## src/rtl/stat_minmax_if.sv

```systemverilog
// Sample stream, session control and result bus for stat_minmax.
interface stat_minmax_if;
  logic       start;
  logic       in_valid;
  logic [3:0] in_data;
  logic       in_last;
  logic       in_ready;
  logic       busy;
  logic       done;
  logic [3:0] min_out;
  logic [3:0] max_out;
  logic [7:0] sum_out;
  logic [4:0] count_out;

  // Driver side: opens sessions and offers samples.
  modport master (
    output start, in_valid, in_data, in_last,
    input  in_ready, busy, done, min_out, max_out, sum_out, count_out
  );

  // Block side: collects samples and reports statistics.
  modport slave (
    input  start, in_valid, in_data, in_last,
    output in_ready, busy, done, min_out, max_out, sum_out, count_out
  );
endinterface

```

## src/rtl/stat_minmax.sv

```systemverilog
// Per-session min/max/sum/count of a stream of 4-bit unsigned samples.
module stat_minmax #(
  parameter int unsigned MAX_N = 16
) (
  input  logic          clk,
  input  logic          rst_n,
  stat_minmax_if.slave  bus
);

  localparam int unsigned DW = 4;
  localparam int unsigned SW = 8;
  localparam int unsigned CW = 5;

  typedef enum logic [1:0] {
    IDLE    = 2'd0,
    COLLECT = 2'd1,
    REPORT  = 2'd2
  } state_e;

  state_e          state_q;
  logic            in_ready_q;
  logic            busy_q;
  logic            done_q;
  logic [DW-1:0]   min_q;
  logic [DW-1:0]   max_q;
  logic [SW-1:0]   sum_q;
  logic [CW-1:0]   count_q;

  logic            accept_c;
  logic            first_c;
  logic            final_c;
  logic [CW-1:0]   count_inc_c;

  // Sample handshake and session-termination decode.
  assign accept_c    = in_ready_q && bus.in_valid;
  assign first_c     = (count_q == CW'(0));
  assign count_inc_c = count_q + CW'(1);
  assign final_c     = bus.in_last || (count_inc_c == CW'(MAX_N));

  // Session FSM with registered status and result outputs.
  always_ff @(posedge clk or negedge rst_n) begin
    if (!rst_n) begin
      state_q    <= IDLE;
      in_ready_q <= 1'b0;
      busy_q     <= 1'b0;
      done_q     <= 1'b0;
      min_q      <= '0;
      max_q      <= '0;
      sum_q      <= '0;
      count_q    <= '0;
    end else begin
      case (state_q)
        IDLE: begin
          done_q <= 1'b0;
          if (bus.start) begin
            state_q    <= COLLECT;
            in_ready_q <= 1'b1;
            busy_q     <= 1'b1;
            sum_q      <= '0;
            count_q    <= '0;
          end
        end
        COLLECT: begin
          if (accept_c) begin
            // First sample seeds both extremes; equal values leave them alone.
            if (first_c || (bus.in_data < min_q)) min_q <= bus.in_data;
            if (first_c || (bus.in_data > max_q)) max_q <= bus.in_data;
            sum_q   <= sum_q + SW'(bus.in_data);
            count_q <= count_inc_c;
            if (final_c) begin
              state_q    <= REPORT;
              in_ready_q <= 1'b0;
              busy_q     <= 1'b0;
              done_q     <= 1'b1;
            end
          end
        end
        REPORT: begin
          // start is intentionally dropped here.
          done_q  <= 1'b0;
          state_q <= IDLE;
        end
        default: begin
          state_q    <= IDLE;
          in_ready_q <= 1'b0;
          busy_q     <= 1'b0;
          done_q     <= 1'b0;
        end
      endcase
    end
  end

  // Drive the bus from the registered state.
  assign bus.in_ready  = in_ready_q;
  assign bus.busy      = busy_q;
  assign bus.done      = done_q;
  assign bus.min_out   = min_q;
  assign bus.max_out   = max_q;
  assign bus.sum_out   = sum_q;
  assign bus.count_out = count_q;

endmodule

```

## src/flat_wrapper.sv

```systemverilog
// flat-port wrapper written by rule: the top's interface ports become plain ports
module stat_minmax_flat 
#(
  parameter int unsigned MAX_N = 16
)
  (clk, rst_n, bus_start, bus_in_valid, bus_in_data, bus_in_last, bus_in_ready, bus_busy, bus_done, bus_min_out, bus_max_out, bus_sum_out, bus_count_out);
  stat_minmax_if bus_i ();
  input  logic clk;
  input  logic rst_n;
  input wire logic [$bits(bus_i.start)-1:0] bus_start;
  input wire logic [$bits(bus_i.in_valid)-1:0] bus_in_valid;
  input wire logic [$bits(bus_i.in_data)-1:0] bus_in_data;
  input wire logic [$bits(bus_i.in_last)-1:0] bus_in_last;
  output wire logic [$bits(bus_i.in_ready)-1:0] bus_in_ready;
  output wire logic [$bits(bus_i.busy)-1:0] bus_busy;
  output wire logic [$bits(bus_i.done)-1:0] bus_done;
  output wire logic [$bits(bus_i.min_out)-1:0] bus_min_out;
  output wire logic [$bits(bus_i.max_out)-1:0] bus_max_out;
  output wire logic [$bits(bus_i.sum_out)-1:0] bus_sum_out;
  output wire logic [$bits(bus_i.count_out)-1:0] bus_count_out;
  assign bus_i.start = bus_start;
  assign bus_i.in_valid = bus_in_valid;
  assign bus_i.in_data = bus_in_data;
  assign bus_i.in_last = bus_in_last;
  assign bus_in_ready = bus_i.in_ready;
  assign bus_busy = bus_i.busy;
  assign bus_done = bus_i.done;
  assign bus_min_out = bus_i.min_out;
  assign bus_max_out = bus_i.max_out;
  assign bus_sum_out = bus_i.sum_out;
  assign bus_count_out = bus_i.count_out;
  stat_minmax #(.MAX_N(MAX_N)) u_core (.clk(clk), .rst_n(rst_n), .bus(bus_i));
endmodule
```

## config.mk

```make
export PLATFORM = sky130hd
export DESIGN_NAME = stat_minmax_flat
export DESIGN_NICKNAME = d
export VERILOG_FILES = /design/src/rtl/stat_minmax_if.sv /design/src/rtl/stat_minmax.sv /design/src/flat_wrapper.sv
export SDC_FILE = /design/constraint.sdc
export NUM_CORES = 1
export LEC_CHECK = 0
export BUFFER_PORTS_ARGS = -buffer_cell sky130_fd_sc_hd__buf_2
export CAP_MARGIN = 20
export CELL_PAD_IN_SITES_DETAIL_PLACEMENT = 1
export CELL_PAD_IN_SITES_GLOBAL_PLACEMENT = 2
export CORE_MARGIN = 3
export CORE_UTILIZATION = 33
export CTS_BUF_LIST = sky130_fd_sc_hd__clkbuf_16
export CTS_CLUSTER_DIAMETER = 100
export DETAILED_ROUTE_END_ITERATION = 10
export PLACE_DENSITY_LB_ADDON = 0.1
export SYNTH_ARGS = -nofsm -noshare
export SYNTH_HDL_FRONTEND = slang
export SYNTH_SLANG_ARGS = --single-unit
```

## constraint.sdc

```tcl
create_clock -name clk -period 2.3 [get_ports clk]
set_input_delay 0 -clock clk [delete_from_list [all_inputs] [get_ports clk]]
set_output_delay 0 -clock clk [all_outputs]
set_load 0.01 [all_outputs]
```

==> results.md <==
* Crit. End Element: flop
* HPWL after DPL at 2900 um
* Core ar. at 4170 um^2
* Full die area at 5370 um^2
* TritonCTS buffer count at 3
* Final ANT Viol Nets at 0
* Final hold violations at 0
* I/O Buffers at 32
* Final wirelength at 3660 um
* Path type of the worst setup path: reg -> reg
* H-tree depth at 1
* Compound-Gate Fraction of Synth Area at 14.2%
* Post-synth top area cell: dfrtp_1
* Flop-to-flop setup slack at 380 ps
* Worst r2r dst: u_core.bus.max_out[2]$_DFFE_PN0P_
* Resize count post-CTS at 0
* Worst Clk Skew at 2.79 ps
* P_leak at 0.926 nW
* Remaining global-route overflow at 0
* Crit path cell chain: inv_1, ha_1, nor4b_4, o21ai_0, a21oi_1, mux2_2
* Power Total at 2.28 mW
* Layout cell share with drive strength beyond 1 at 26.5%
* EDFF count, synth at 0
* First drt pass iteration count at 4
* Critical path buffer and inverter count at 1
* Commonest cells in the netlist: 25 x dfrtp_1, 18 x nand2_1, 13 x ha_1
* Layout net count at 205
* CTS Sinks at 25
* Clock slew at reported path FFs at 70 ps
* XOR/XNOR Fraction of Synth Area at 2.93%
* Yosys warns at 0
* Initial antenna violation count at 0
* CTS tree: done
* Final setup TNS at 0 ps
* Pwr/cell area at 1270 nW/um^2
* CTS Root Cell: clkbuf_16
* Io pins at 33
* CP startpoint: u_core.bus.count_out[0]$_DFFE_PN0P_
* Slew Viols, Final at 0
* Synth Register Bits at 25
* Synth cell types at 36
* First-pass GRT wire length at 6250 um
* Final Setup Violations at 0
* First DRT Iteration DRCs at 27
* Comb pwr share at 47.0%
* Vias at 1214
* Std cell rows at 23
* Sequential fraction of the synthesis area at 41.9%
* Hold Crit Class: in -> reg
* Peak VDD IR at 0.439 mV
* Post-synth ARST share at 100%
* Most common cell in the netlist: dfrtp_1
* Clock Latency Late Sink at 260 ps
* Max clock buf depth at 2
* Avg WL per Cell at 15.8 um
* Clock power share at 17.4%
* Area grow syn2layout at 20.7%
* Syn Area/Cell at 10.3 um^2
* Total track usage at 15.0%
* CP arrival at 2060 ps
* Crit-path max FO at 7
* Fin util at 43.2%
* Synth area leaders: dfrtp_1 42%, ha_1 11%, nand2_1 4.5%
* Fmax at 0.522 GHz
* Antenna cells at 0
* CP startpoint kind: flop
* Starting Density at 35.8%
* Worst reg-to-reg path cell count at 6
* Worst slew pin tran at 590 ps
* Syn Nets at 168
* Largest family of logic cells by synthesized area: simple AND/OR/NAND/NOR gates
* DRC viols at 0
* Dominant synthesized flop cell: dfrtp_1
* Largest stage delay, worst path at 450 ps
* Worst Hold Slack at 25.7 ps
* Yosys top cell area share at 41.9%
* Period utilization at 83.3%
* Switch share at 39.9%
* Sequential Power Share at 35.6%
* CP Depth at 6
* Die X at 73.3 um
* Status: finished, final reports clean
* Critical path destination: u_core.bus.max_out[2]$_DFFE_PN0P_
* Gate Count Post-Synth at 145
* Placer Congestion at 0.786
* Largest net degree at the start of global routing at 26
* RSZ-0062 raised after global routing: no
* Sw power at 911 uW
* Via-to-Cell Ratio at 5.26
* Min Clock Period, post-route at 1920 ps
* Synthesized cell area at 1490 um^2
* Mux cell area share after synthesis at 8.38%
* Critical path's top delay family: compound AO/OA/AOI/OAI gates
* Max-cap violation count at 0
* Adder-cell share of the synthesized area at 12.2%
* Placed Cells at 226
* Non-filler cells, final at 231
* Die Height at 73.3 um
* Reg-to-Reg Start: u_core.bus.count_out[0]$_DFFE_PN0P_
* Worst slew margin at 60.7%
* Number of global-route vias before repair at 1306
* Required time of the critical path at 2440 ps
* Synth Area in Simple Gates at 16.8%
* Max stage delay cell, worst path: dfrtp_1
* Int Pwr at 1.37 mW
[cell type report]
cell class	instances	area (um^2)
Fill cell	481	2370
Inverter	11	41.3
Clock inverter	1	5.00
Sequential cell	25	626
Multi-Input combinational cell	107	815
Clock buffer	3	75.1
Tap cell	50	62.6
Timing Repair Buffer	34	178
[worst min-delay path by stage]
stage                      startpoint                             endpoint  slack [ps]  cells past startpoint
after floorplan                 rst_n  u_core.bus.count_out[0]$_DFFE_PN0P_        -300                      0
after CTS                 bus_in_last        u_core.state_q[1]$_DFFE_PN0P_          30                      3
after global placement          rst_n  u_core.bus.count_out[2]$_DFFE_PN0P_          40                      1
after detailed placement        rst_n  u_core.bus.count_out[2]$_DFFE_PN0P_          50                      1
after global routing      bus_in_last        u_core.state_q[1]$_DFFE_PN0P_          60                      3
final                     bus_in_last        u_core.state_q[1]$_DFFE_PN0P_          30                      3
[power groups by stage]
stage	clock network, mW	registers (mW)	logic (mW)
2_1_floorplan	0	0.861	0.667
3_3_place_gp	0	0.808	1.06
3_5_place_dp	0	0.826	1.10
4_1_cts	0.408	0.820	1.11
5_1_grt	0.428	0.857	1.22
6_report	0.397	0.814	1.07
[registers in the layout, summed over array words and instances (netlist names)]
register and flops:
u_core.bus.in_ready 1, u_core.bus.max_out 4, u_core.bus.done 1, u_core.bus.min_out 4
u_core.state_q 2, u_core.bus.sum_out 8, u_core.bus.count_out 5
[layer usage]
metal | global-route usage, % | vias up | routed length, um
met1 | 19.3 | 608 | 1670
met2 | 26.0 | 18 | 1870
met4 | 4.30 | 0 | 22
li1 | - | 586 | -
met3 | 2.19 | 2 | 99
met5 | 0 | - | 0
[logic make-up after synthesis]
family | Yosys count
buffers and inverters | 13
adders and majority gates | 14
DFF | 25
and+or+nand+nor | 45
AOI/OAI and AO/OA | 33
muxes | 10
xor gates and xnor gates | 5
[worst min-delay path, stage by stage]
cell and delay, ps:
buf_2 90, a21oi_1 70, nor2_1 80
[repair_timing]
item,CTS,global route
hold buffers,1,0
endpoints found under the setup margin,0,0
setup buffers,0,0
hold endpoints to repair,25,0
[cells in the final DEF, fill, tap and decap left out, types with 5 or more instances in the layout]
| cell type | netlist | routed |
|---|---|---|
| a21oi_1 | 9 | 9 |
| buf_2 | 0 | 32 |
| dfrtp_1 | 25 | 25 |
| ha_1 | 13 | 13 |
| inv_1 | 11 | 11 |
| nand2_1 | 18 | 18 |
| nand3_1 | 5 | 5 |
| nor2_1 | 6 | 6 |
| nor2b_1 | 5 | 5 |
| o21ai_0 | 10 | 10 |
[through the flow]
| stage | cell area (um^2) | worst slack [ps] |
|---|---|---|
| final | 1800 | 385 |
| after global routing | 1800 | 166 |
| after CTS | 1800 | 341 |
| after detailed placement | 1710 | 346 |
| after global placement | 1710 | 463 |
| after floorplan | 1490 | 542 |
Note: power is estimated with default switching activity, not from simulation.
